==> src/rtl/io_input_cond_if.sv <==
// Purpose: raw cabinet controls in, frame-resolved controls and UPDATE strobe out.
// Latency: VBLANK rise to UPDATE rise is 4 CLK cycles; outputs move only at LATCH.
// Backpressure: none; the I/O chip samples on UPDATE and cannot stall the conditioner.
interface io_input_cond_if;
    logic        VBLANK;
    logic [5:0]  JOY1;
    logic [5:0]  JOY2;
    logic [1:0]  START;
    logic        COIN_IN;
    logic [23:0] DIPSW_IN;
    logic        UPDATE;
    logic [11:0] STKTRG12;
    logic [2:0]  CSTART12;
    logic [23:0] DIPSW;
    logic [1:0]  COIN_PENDING;

    // Cabinet / stimulus side: drives raw controls, observes conditioned results.
    modport master (
        output VBLANK, JOY1, JOY2, START, COIN_IN, DIPSW_IN,
        input  UPDATE, STKTRG12, CSTART12, DIPSW, COIN_PENDING
    );

    // Conditioner side.
    modport slave (
        input  VBLANK, JOY1, JOY2, START, COIN_IN, DIPSW_IN,
        output UPDATE, STKTRG12, CSTART12, DIPSW, COIN_PENDING
    );
endinterface

==> src/rtl/io_input_cond.sv <==
// Purpose: sync, debounce, opposing-direction suppression, coin shaping, VBLANK-driven UPDATE.
// Latency: VBLANK rise +3 cycles to LATCH, UPDATE high from +4; raw to debounced 2 cycles + 4..5 ticks.
// Backpressure: none; coins beyond three queued are dropped.
module io_input_cond #(
    parameter int DEB_DIV     = 4096,
    parameter int COIN_FRAMES = 4,
    parameter int UPD_WIDTH   = 4
) (
    input  logic            CLK,
    input  logic            RESET,
    io_input_cond_if.slave  io
);
    localparam int NB = 15;
    localparam int PW = (DEB_DIV > 2) ? $clog2(DEB_DIV) : 1;

    // Bit map of the conditioned vector: [5:0] JOY1, [11:6] JOY2, [13:12] START, [14] COIN_IN.
    logic [NB-1:0]      raw;
    logic [NB-1:0]      sync1, sync2;
    logic               vb1, vb2, vb3;
    logic [PW-1:0]      pre_cnt;
    logic               tick;
    logic [NB-1:0][3:0] samp;
    logic [NB-1:0]      deb;
    logic               deb_coin_q;
    logic               coin_rise;
    logic               vb_rise;
    logic               coin_start;
    logic [1:0]         pending;

    typedef enum logic [1:0] {S_IDLE, S_LATCH, S_PULSE} seq_t;
    typedef enum logic [1:0] {C_IDLE, C_HIGH, C_LOW} coin_t;

    seq_t        seq_state;
    coin_t       coin_state;
    logic [3:0]  coin_cnt;
    logic        coin;
    logic [3:0]  pulse_cnt;
    logic        update_r;
    logic [11:0] stk_r;
    logic [1:0]  start_r;
    logic [23:0] dip_r;

    assign raw = {io.COIN_IN, io.START, io.JOY2, io.JOY1};

    // Zero both directions of an axis when the player holds opposing directions.
    function automatic logic [5:0] suppress(input logic [5:0] j);
        logic [5:0] r;
        r = j;
        if (j[0] && j[2]) begin
            r[0] = 1'b0;
            r[2] = 1'b0;
        end
        if (j[1] && j[3]) begin
            r[1] = 1'b0;
            r[3] = 1'b0;
        end
        return r;
    endfunction

    // Two-flop synchronizers for all raw inputs, plus a third VBLANK stage for edge detection.
    always_ff @(posedge CLK) begin
        if (RESET) begin
            sync1 <= '0;
            sync2 <= '0;
            vb1   <= 1'b0;
            vb2   <= 1'b0;
            vb3   <= 1'b0;
        end else begin
            sync1 <= raw;
            sync2 <= sync1;
            vb1   <= io.VBLANK;
            vb2   <= vb1;
            vb3   <= vb2;
        end
    end

    assign vb_rise = vb2 & ~vb3;
    assign tick    = (pre_cnt == PW'(DEB_DIV - 1));

    // Debounce sample prescaler: one tick every DEB_DIV cycles.
    always_ff @(posedge CLK) begin
        if (RESET)     pre_cnt <= '0;
        else if (tick) pre_cnt <= '0;
        else           pre_cnt <= pre_cnt + 1'b1;
    end

    // Four-deep sample history per bit, advanced on each tick.
    always_ff @(posedge CLK) begin
        if (RESET) begin
            samp <= '0;
        end else if (tick) begin
            for (int i = 0; i < NB; i++) samp[i] <= {samp[i][2:0], sync2[i]};
        end
    end

    // Debounced bit follows the samples only when all four agree, otherwise holds.
    always_ff @(posedge CLK) begin
        if (RESET) begin
            deb        <= '0;
            deb_coin_q <= 1'b0;
        end else begin
            for (int i = 0; i < NB; i++) begin
                if (samp[i] == 4'hF)      deb[i] <= 1'b1;
                else if (samp[i] == 4'h0) deb[i] <= 1'b0;
            end
            deb_coin_q <= deb[14];
        end
    end

    assign coin_rise = deb[14] & ~deb_coin_q;

    // A coin issues at LATCH from idle, or straight out of the low gap when its count expires,
    // so back-to-back coins repeat every 2*COIN_FRAMES frames.
    always_comb begin
        coin_start = 1'b0;
        if (seq_state == S_LATCH && pending != 2'd0) begin
            if (coin_state == C_IDLE)
                coin_start = 1'b1;
            else if (coin_state == C_LOW && coin_cnt == 4'd1)
                coin_start = 1'b1;
        end
    end

    // Pending-coin queue, saturating at 3; simultaneous insert and issue leaves it unchanged.
    always_ff @(posedge CLK) begin
        if (RESET) begin
            pending <= 2'd0;
        end else begin
            case ({coin_rise, coin_start})
                2'b10:   if (pending != 2'd3) pending <= pending + 2'd1;
                2'b01:   pending <= pending - 2'd1;
                default: pending <= pending;
            endcase
        end
    end

    // Coin pulse shaper, stepped once per frame at LATCH.
    always_ff @(posedge CLK) begin
        if (RESET) begin
            coin_state <= C_IDLE;
            coin_cnt   <= 4'd0;
            coin       <= 1'b0;
        end else if (seq_state == S_LATCH) begin
            case (coin_state)
                C_IDLE: begin
                    if (coin_start) begin
                        coin       <= 1'b1;
                        coin_cnt   <= 4'(COIN_FRAMES);
                        coin_state <= C_HIGH;
                    end
                end
                C_HIGH: begin
                    if (coin_cnt == 4'd1) begin
                        coin       <= 1'b0;
                        coin_cnt   <= 4'(COIN_FRAMES);
                        coin_state <= C_LOW;
                    end else begin
                        coin_cnt <= coin_cnt - 4'd1;
                    end
                end
                C_LOW: begin
                    if (coin_start) begin
                        coin       <= 1'b1;
                        coin_cnt   <= 4'(COIN_FRAMES);
                        coin_state <= C_HIGH;
                    end else if (coin_cnt == 4'd1) begin
                        coin_cnt   <= 4'd0;
                        coin_state <= C_IDLE;
                    end else begin
                        coin_cnt <= coin_cnt - 4'd1;
                    end
                end
                default: begin
                    coin_state <= C_IDLE;
                    coin       <= 1'b0;
                end
            endcase
        end
    end

    // Frame sequencer: latch all outputs in one cycle, then hold UPDATE for UPD_WIDTH cycles.
    always_ff @(posedge CLK) begin
        if (RESET) begin
            seq_state <= S_IDLE;
            pulse_cnt <= 4'd0;
            update_r  <= 1'b0;
            stk_r     <= '0;
            start_r   <= '0;
            dip_r     <= '0;
        end else begin
            case (seq_state)
                S_IDLE: begin
                    if (vb_rise) seq_state <= S_LATCH;
                end
                S_LATCH: begin
                    stk_r     <= {suppress(deb[11:6]), suppress(deb[5:0])};
                    start_r   <= deb[13:12];
                    dip_r     <= io.DIPSW_IN;
                    update_r  <= 1'b1;
                    pulse_cnt <= 4'(UPD_WIDTH - 1);
                    seq_state <= S_PULSE;
                end
                S_PULSE: begin
                    if (pulse_cnt == 4'd0) begin
                        update_r  <= 1'b0;
                        seq_state <= S_IDLE;
                    end else begin
                        pulse_cnt <= pulse_cnt - 4'd1;
                    end
                end
                default: begin
                    update_r  <= 1'b0;
                    seq_state <= S_IDLE;
                end
            endcase
        end
    end

    assign io.UPDATE       = update_r;
    assign io.STKTRG12     = stk_r;
    assign io.CSTART12     = {coin, start_r};
    assign io.DIPSW        = dip_r;
    assign io.COIN_PENDING = pending;
endmodule

==> src/flat_wrapper.sv <==
// flat-port wrapper written by rule: the top's interface ports become plain ports
module io_input_cond_flat 
#(
    parameter int DEB_DIV     = 4096,
    parameter int COIN_FRAMES = 4,
    parameter int UPD_WIDTH   = 4
)
  (CLK, RESET, io_VBLANK, io_JOY1, io_JOY2, io_START, io_COIN_IN, io_DIPSW_IN, io_UPDATE, io_STKTRG12, io_CSTART12, io_DIPSW, io_COIN_PENDING);
  io_input_cond_if io_i ();
  input  logic CLK;
  input  logic RESET;
  input wire logic [$bits(io_i.VBLANK)-1:0] io_VBLANK;
  input wire logic [$bits(io_i.JOY1)-1:0] io_JOY1;
  input wire logic [$bits(io_i.JOY2)-1:0] io_JOY2;
  input wire logic [$bits(io_i.START)-1:0] io_START;
  input wire logic [$bits(io_i.COIN_IN)-1:0] io_COIN_IN;
  input wire logic [$bits(io_i.DIPSW_IN)-1:0] io_DIPSW_IN;
  output wire logic [$bits(io_i.UPDATE)-1:0] io_UPDATE;
  output wire logic [$bits(io_i.STKTRG12)-1:0] io_STKTRG12;
  output wire logic [$bits(io_i.CSTART12)-1:0] io_CSTART12;
  output wire logic [$bits(io_i.DIPSW)-1:0] io_DIPSW;
  output wire logic [$bits(io_i.COIN_PENDING)-1:0] io_COIN_PENDING;
  assign io_i.VBLANK = io_VBLANK;
  assign io_i.JOY1 = io_JOY1;
  assign io_i.JOY2 = io_JOY2;
  assign io_i.START = io_START;
  assign io_i.COIN_IN = io_COIN_IN;
  assign io_i.DIPSW_IN = io_DIPSW_IN;
  assign io_UPDATE = io_i.UPDATE;
  assign io_STKTRG12 = io_i.STKTRG12;
  assign io_CSTART12 = io_i.CSTART12;
  assign io_DIPSW = io_i.DIPSW;
  assign io_COIN_PENDING = io_i.COIN_PENDING;
  io_input_cond #(.DEB_DIV(DEB_DIV), .COIN_FRAMES(COIN_FRAMES), .UPD_WIDTH(UPD_WIDTH)) u_core (.CLK(CLK), .RESET(RESET), .io(io_i));
endmodule
==> config.mk <==
export PLATFORM = sky130hd
export DESIGN_NAME = io_input_cond_flat
export DESIGN_NICKNAME = d
export VERILOG_FILES = /design/src/rtl/io_input_cond_if.sv /design/src/rtl/io_input_cond.sv /design/src/flat_wrapper.sv
export SDC_FILE = /design/constraint.sdc
export NUM_CORES = 1
export LEC_CHECK = 0
export CAP_MARGIN = 15
export CELL_PAD_IN_SITES_DETAIL_PLACEMENT = 0
export CELL_PAD_IN_SITES_GLOBAL_PLACEMENT = 1
export CORE_ASPECT_RATIO = 1.75
export CORE_MARGIN = 5
export CORE_UTILIZATION = 38
export CTS_CLUSTER_SIZE = 24
export DETAILED_ROUTE_END_ITERATION = 8
export GPL_ROUTABILITY_DRIVEN = 0
export PLACE_DENSITY_LB_ADDON = 0.1
export SLEW_MARGIN = 0
export SYNTH_ARGS = -nofsm -noshare
export SYNTH_HDL_FRONTEND = slang
export SYNTH_SLANG_ARGS = --single-unit
==> constraint.sdc <==
create_clock -name CLK -period 4.4 [get_ports CLK]
set_input_delay 0.66 -clock CLK [delete_from_list [all_inputs] [get_ports CLK]]
set_output_delay 0.66 -clock CLK [all_outputs]
set_load 0.005 [all_outputs]
Yosys cells after proc, flatten, opt, wreduce, memory -nomap -nowiden
Index checks and enable logic that the tools add are counted.

word-level totals
  bits of input ports = 42
  register bits after elaboration = 175
  logic and storage cells = 204
  output and inout port bits = 42

cells by class
  bitwise logic cells = 5
  add/sub/neg operators = 5
  eq/ne operators = 32
  reduce and logical (&&, ||, !) cells = 52
  multiplexer cells = 63

operator list
  operator                 count
  $logic_not A4 Y1         16
  $eq A4 B4 Y1 const B     15
  $mux W1                  44
  $reduce_bool A2 Y1       18
  $mux W4                  5
  $mux W2                  7
  $add A12 B1 Y12 const B  1
  $eq A12 B12 Y1 const B   1
  $ne A2 B1 Y1 const B     6
  $pmux W2 S3              2
  $pmux W4 S3              1
  $pmux W4 S2              1
  $reduce_and A2 Y1        4
  $sub A4 B1 Y4 const B    2
  $eq A2 B1 Y1 const B     3
  $eq A2 B2 Y1 const B     3
  $logic_and A1 B1 Y1      6
  $reduce_and A3 Y1        2
  $eq A4 B1 Y1 const B     1
  $logic_not A2 Y1         2
  $ne A2 B2 Y1 const B     2
  $pmux W2 S2              1
  $reduce_and A4 Y1        1
  $reduce_or A2 Y1         2
  8 further kinds          11

Longest topological paths before layout
  word-level depth = 8
  gate-level depth with buffers = 7
  gate-level depth less buffers = 6

Worst setup path after synthesis
No wires, ideal clock.

  path kind = register -> register
  start point = reg u_core.pulse_cnt[0]
  end point = reg u_core.pulse_cnt[3]
  cell stages (with the launch flop) = 7
  path slack = 2.668 ns
  path buffers = 0
  arrival time = 1.646 ns
  required time = 4.314 ns
  cells stage by stage = dfxtp_1 -> inv_1 -> ha_1 -> nor3b_1 -> nor3b_2 -> mux2_2 -> a211oi_1

between the ends
  word-level cells in the longest chain between the ends = 3
  elaborated cells between the ends (all ways) = 6
  classes of those cells = add/sub (1); eq/ne (1); mux (2); reduce/logical (2)

RTL lines
  what                                                      line                                        RTL
  start: declaration                                        io_input_cond.sv:37                         logic [3:0] pulse_cnt;
  start signal: assignment                                  io_input_cond.sv:200                        pulse_cnt <= 4'(UPD_WIDTH - 1);
  start signal: assignment                                  io_input_cond.sv:208                        pulse_cnt <= pulse_cnt - 4'd1;
  $sub A4 B1 Y4 / $logic_not A4 Y1 (equally long branches)  io_input_cond.sv:208, io_input_cond.sv:204
  $mux W4 / $ne A2 B2 Y1 (equally long branches)            n/a
  $pmux W4 S2 / $reduce_and A2 Y1 (equally long branches)   n/a

Several ways; a longest one is shown, not always the timed one. The select of a mux whose other input is x is not followed.
A chain may end at the register's enable or synchronous reset.

Final worst setup path
  start point = reg u_core.pre_cnt[7]
  end point = reg u_core.pre_cnt[3]

between the ends
  word-level cells in the longest chain between the ends = 2

RTL lines
  what                               line                 RTL
  start: declaration                 io_input_cond.sv:20  logic [PW-1:0] pre_cnt;
  start signal: assignment           io_input_cond.sv:84  else pre_cnt <= pre_cnt + 1'b1;
  $eq A12 B12 Y1                     io_input_cond.sv:78  assign tick = (pre_cnt == PW'(DEB_DIV - 1));
  $reduce_or A2 Y1 (no source line)  n/a

No other way between the ends.

==> reports/metrics.cfg <==
[run_status]
status=completed

[final_layout]
fillers=1738
syn_to_final_growth_pct=22.66
final_cells=1059
layout.nets=865
diodes=0
drive_above_1_share_pct=6.039
design_area_sq_mm=0.008155

[global_route]
grt_pass1_vias=5386
grt.overflow.total=0
antenna_found_initial=0
grt_pass1_wl_um=25630
grt_max_degree=100
grt_usage_pct=15.82

[cts]
cts_buffers=17
post_cts_buffers=0
cts_max_level=4
cts_buffer_depth=2
cts_resized=0
path_clk_slew_ns=0.07
cts_tree=yes
clockRootBuffer=clkbuf_16
cts.sinks=175
postCtsHoldBufs=0
clock_latency_ns=0.42

[timing]
setup_ws_ns=2.207
worst_slew_pin_slew_ns=1.036
tns_ns=0
max_clock_freq_mhz=456.0
hold_viol=0
relSlewSlack_pct=30.94
rsz0062_at_grt=no
setup_violations=0
finClkSkew_ns=0.01377
fin_crit_sh_pct=49.84
period_minus_slack_ns=2.193
slew_viol_final=0

[drt]
post_drt_wl_per_cell_um=14.83
vias=5573
first_pass_iters=5
wirelength_um=15710
drcViolationCount=0
ant_nets=0
drtIter0Drc=385
via_per_inst=5.263

[synth]
synth_common_cells=175 x dfxtp_1, 127 x a21oi_1, 83 x o21ai_0
synth_cells=765
avgSynthCellArea_sq_um=8.691
syn_area_sq_mm=0.006649
synthFlopType=dfxtp_1
synth_top_area_cell=dfxtp_1
yosys_warnings=0
syn_nets=815
ys_seq_area_share_pct=52.69
ys_ff_latch=175
synth.most_common_cell=dfxtp_1
ys_types=49
synth_area_leaders=dfxtp_1 53%, a21oi_1 9.6%, o21ai_0 6.2%
synthArstFlopShare_pct=0
synth_edf_count=0
synth_top_area_share_pct=52.69

[floorplan]
die-area_sq_mm=0.02035
rows=64
die_h_um=185.0
start_util_pct=38.26
core_area_sq_mm=0.01738
ios=84
die_x_um=110.0

[worst_setup_path]
worst_setup_path_end_kind=register
arrival_ns=2.48
worst_r2r_startpoint=u_core.pre_cnt[7]
crit_start=u_core.pre_cnt[7]
cp_max_fo=61
critPathLaunchType=register
required_ns=4.68
worstSetupPathType=register to register

[power]
powerDensity_mw_per_mm2=382.5
max-vdd-ir-drop_uv=220.9
p_leak_nw=2.752

[place]
pre_cts_ws_ns=2.042
portBuffers=83
dp_hpwl_um=9829
place_inst=1025
placed_area_sq_mm=0.007567

[job]
maxCapViolCount=0

[worst_hold_path]
hp-class=register to register
hold_start=u_core.vb3

sequential cells by signal (all words and copies together) (netlist names):
register,cells
u_core.coin,1
u_core.coin_cnt,4
u_core.coin_state,2
u_core.deb,15
u_core.deb_coin_q,1
u_core.io.COIN_PENDING,2
u_core.io.DIPSW,24
u_core.io.STKTRG12,12
u_core.io.UPDATE,1
u_core.pre_cnt,12
u_core.pulse_cnt,4
u_core.samp,60
u_core.seq_state,2
u_core.start_r,2
u_core.sync1,15
u_core.sync2,15
u_core.vb1,1
u_core.vb2,1
u_core.vb3,1
path summary, 6_finish.rpt:
check                   endpoint  slack, ns  cells after the start
min          u_core.seq_state[0]       0.39                      1
min reg2reg  u_core.seq_state[0]       0.39                      1
max            u_core.pre_cnt[3]       2.21                      4
max reg2reg    u_core.pre_cnt[3]       2.21                      4
per-layer routing:
metal,wire length (um),vias to the layer above,track usage [%]
met2,8545,95,28.82
met1,6384,2678,17.46
met3,496,17,3.348
li1,-,2783,-
met5,0,-,0
met4,283,0,6.340
per-stage QoR:
step	hold WS, ns	total power, W	utilization (%)
3_3_place_gp	0.3869	0.001758	43.55
5_1_grt	0.4199	0.003245	46.93
2_1_floorplan	0.3736	0.001699	-
6_report	0.3913	0.003120	46.93
4_1_cts	0.3900	0.003174	46.70
3_5_place_dp	0.3824	0.001760	43.55
placed cells by master (no fill, tap or decap), types with 3 or more instances in the layout:
master / n
a21oi_1: 127
nor3_1: 11
ha_1: 8
a31oi_1: 3
nand3b_1: 10
a211oi_1: 3
clkinv_4: 3
xnor2_1: 5
and3_1: 16
dfxtp_1: 175
nor2b_1: 37
clkinvlp_4: 4
clkdlybuf4s50_1: 82
inv_1: 13
o31ai_1: 15
nand2_1: 78
inv_6: 5
nand3_1: 67
buf_12: 3
clkbuf_16: 17
nor2_1: 13
o21ai_0: 83
nor3b_1: 4
nand4_1: 3
buf_4: 4
worst max-delay path, stage by stage, from the launching register on:
cell and delay, ns:
dfxtp_1 0.41, and4_1 0.26, nand2_2 0.57, nor2_1 0.69, nor3_1 0.11
cell type report:
type                       count  area (sq um)  area share [%]
sequential                   175          3503           42.96
multi-input combinational    519          2855           35.01
timing repair buffer          89         910.9           11.17
clock inverter                13         105.1           1.289
inverter                      13         48.80          0.5983
tap                          231         289.0           3.544
clock buffer                  19         442.9           5.431
power breakdown:
group	total, W	switching, W	leakage [nW]	internal [W]
Combinational	0.000107	0.0000498	1.08	0.0000577
Sequential	0.00161	0.00000848	1.42	0.00161
Clock	0.00140	0.000650	0.257	0.000748
Total	0.00312	0.000708	2.75	0.00241
cells by family (layout without fill, tap and decap cells):
logic type | Yosys count | in the layout | share of synthesized area (%)
AOI/OAI and AO/OA | 242 | 242 | 19.72
xor gates and xnor gates | 7 | 7 | 0.9221
adders and majority gates | 8 | 8 | 1.506
buffers and inverters | 71 | 134 | 4.441
DFF | 175 | 175 | 52.69
muxes | 1 | 1 | 0.1694
and+or+nand+nor | 261 | 261 | 20.55
(Power assumes the default switching activity.)
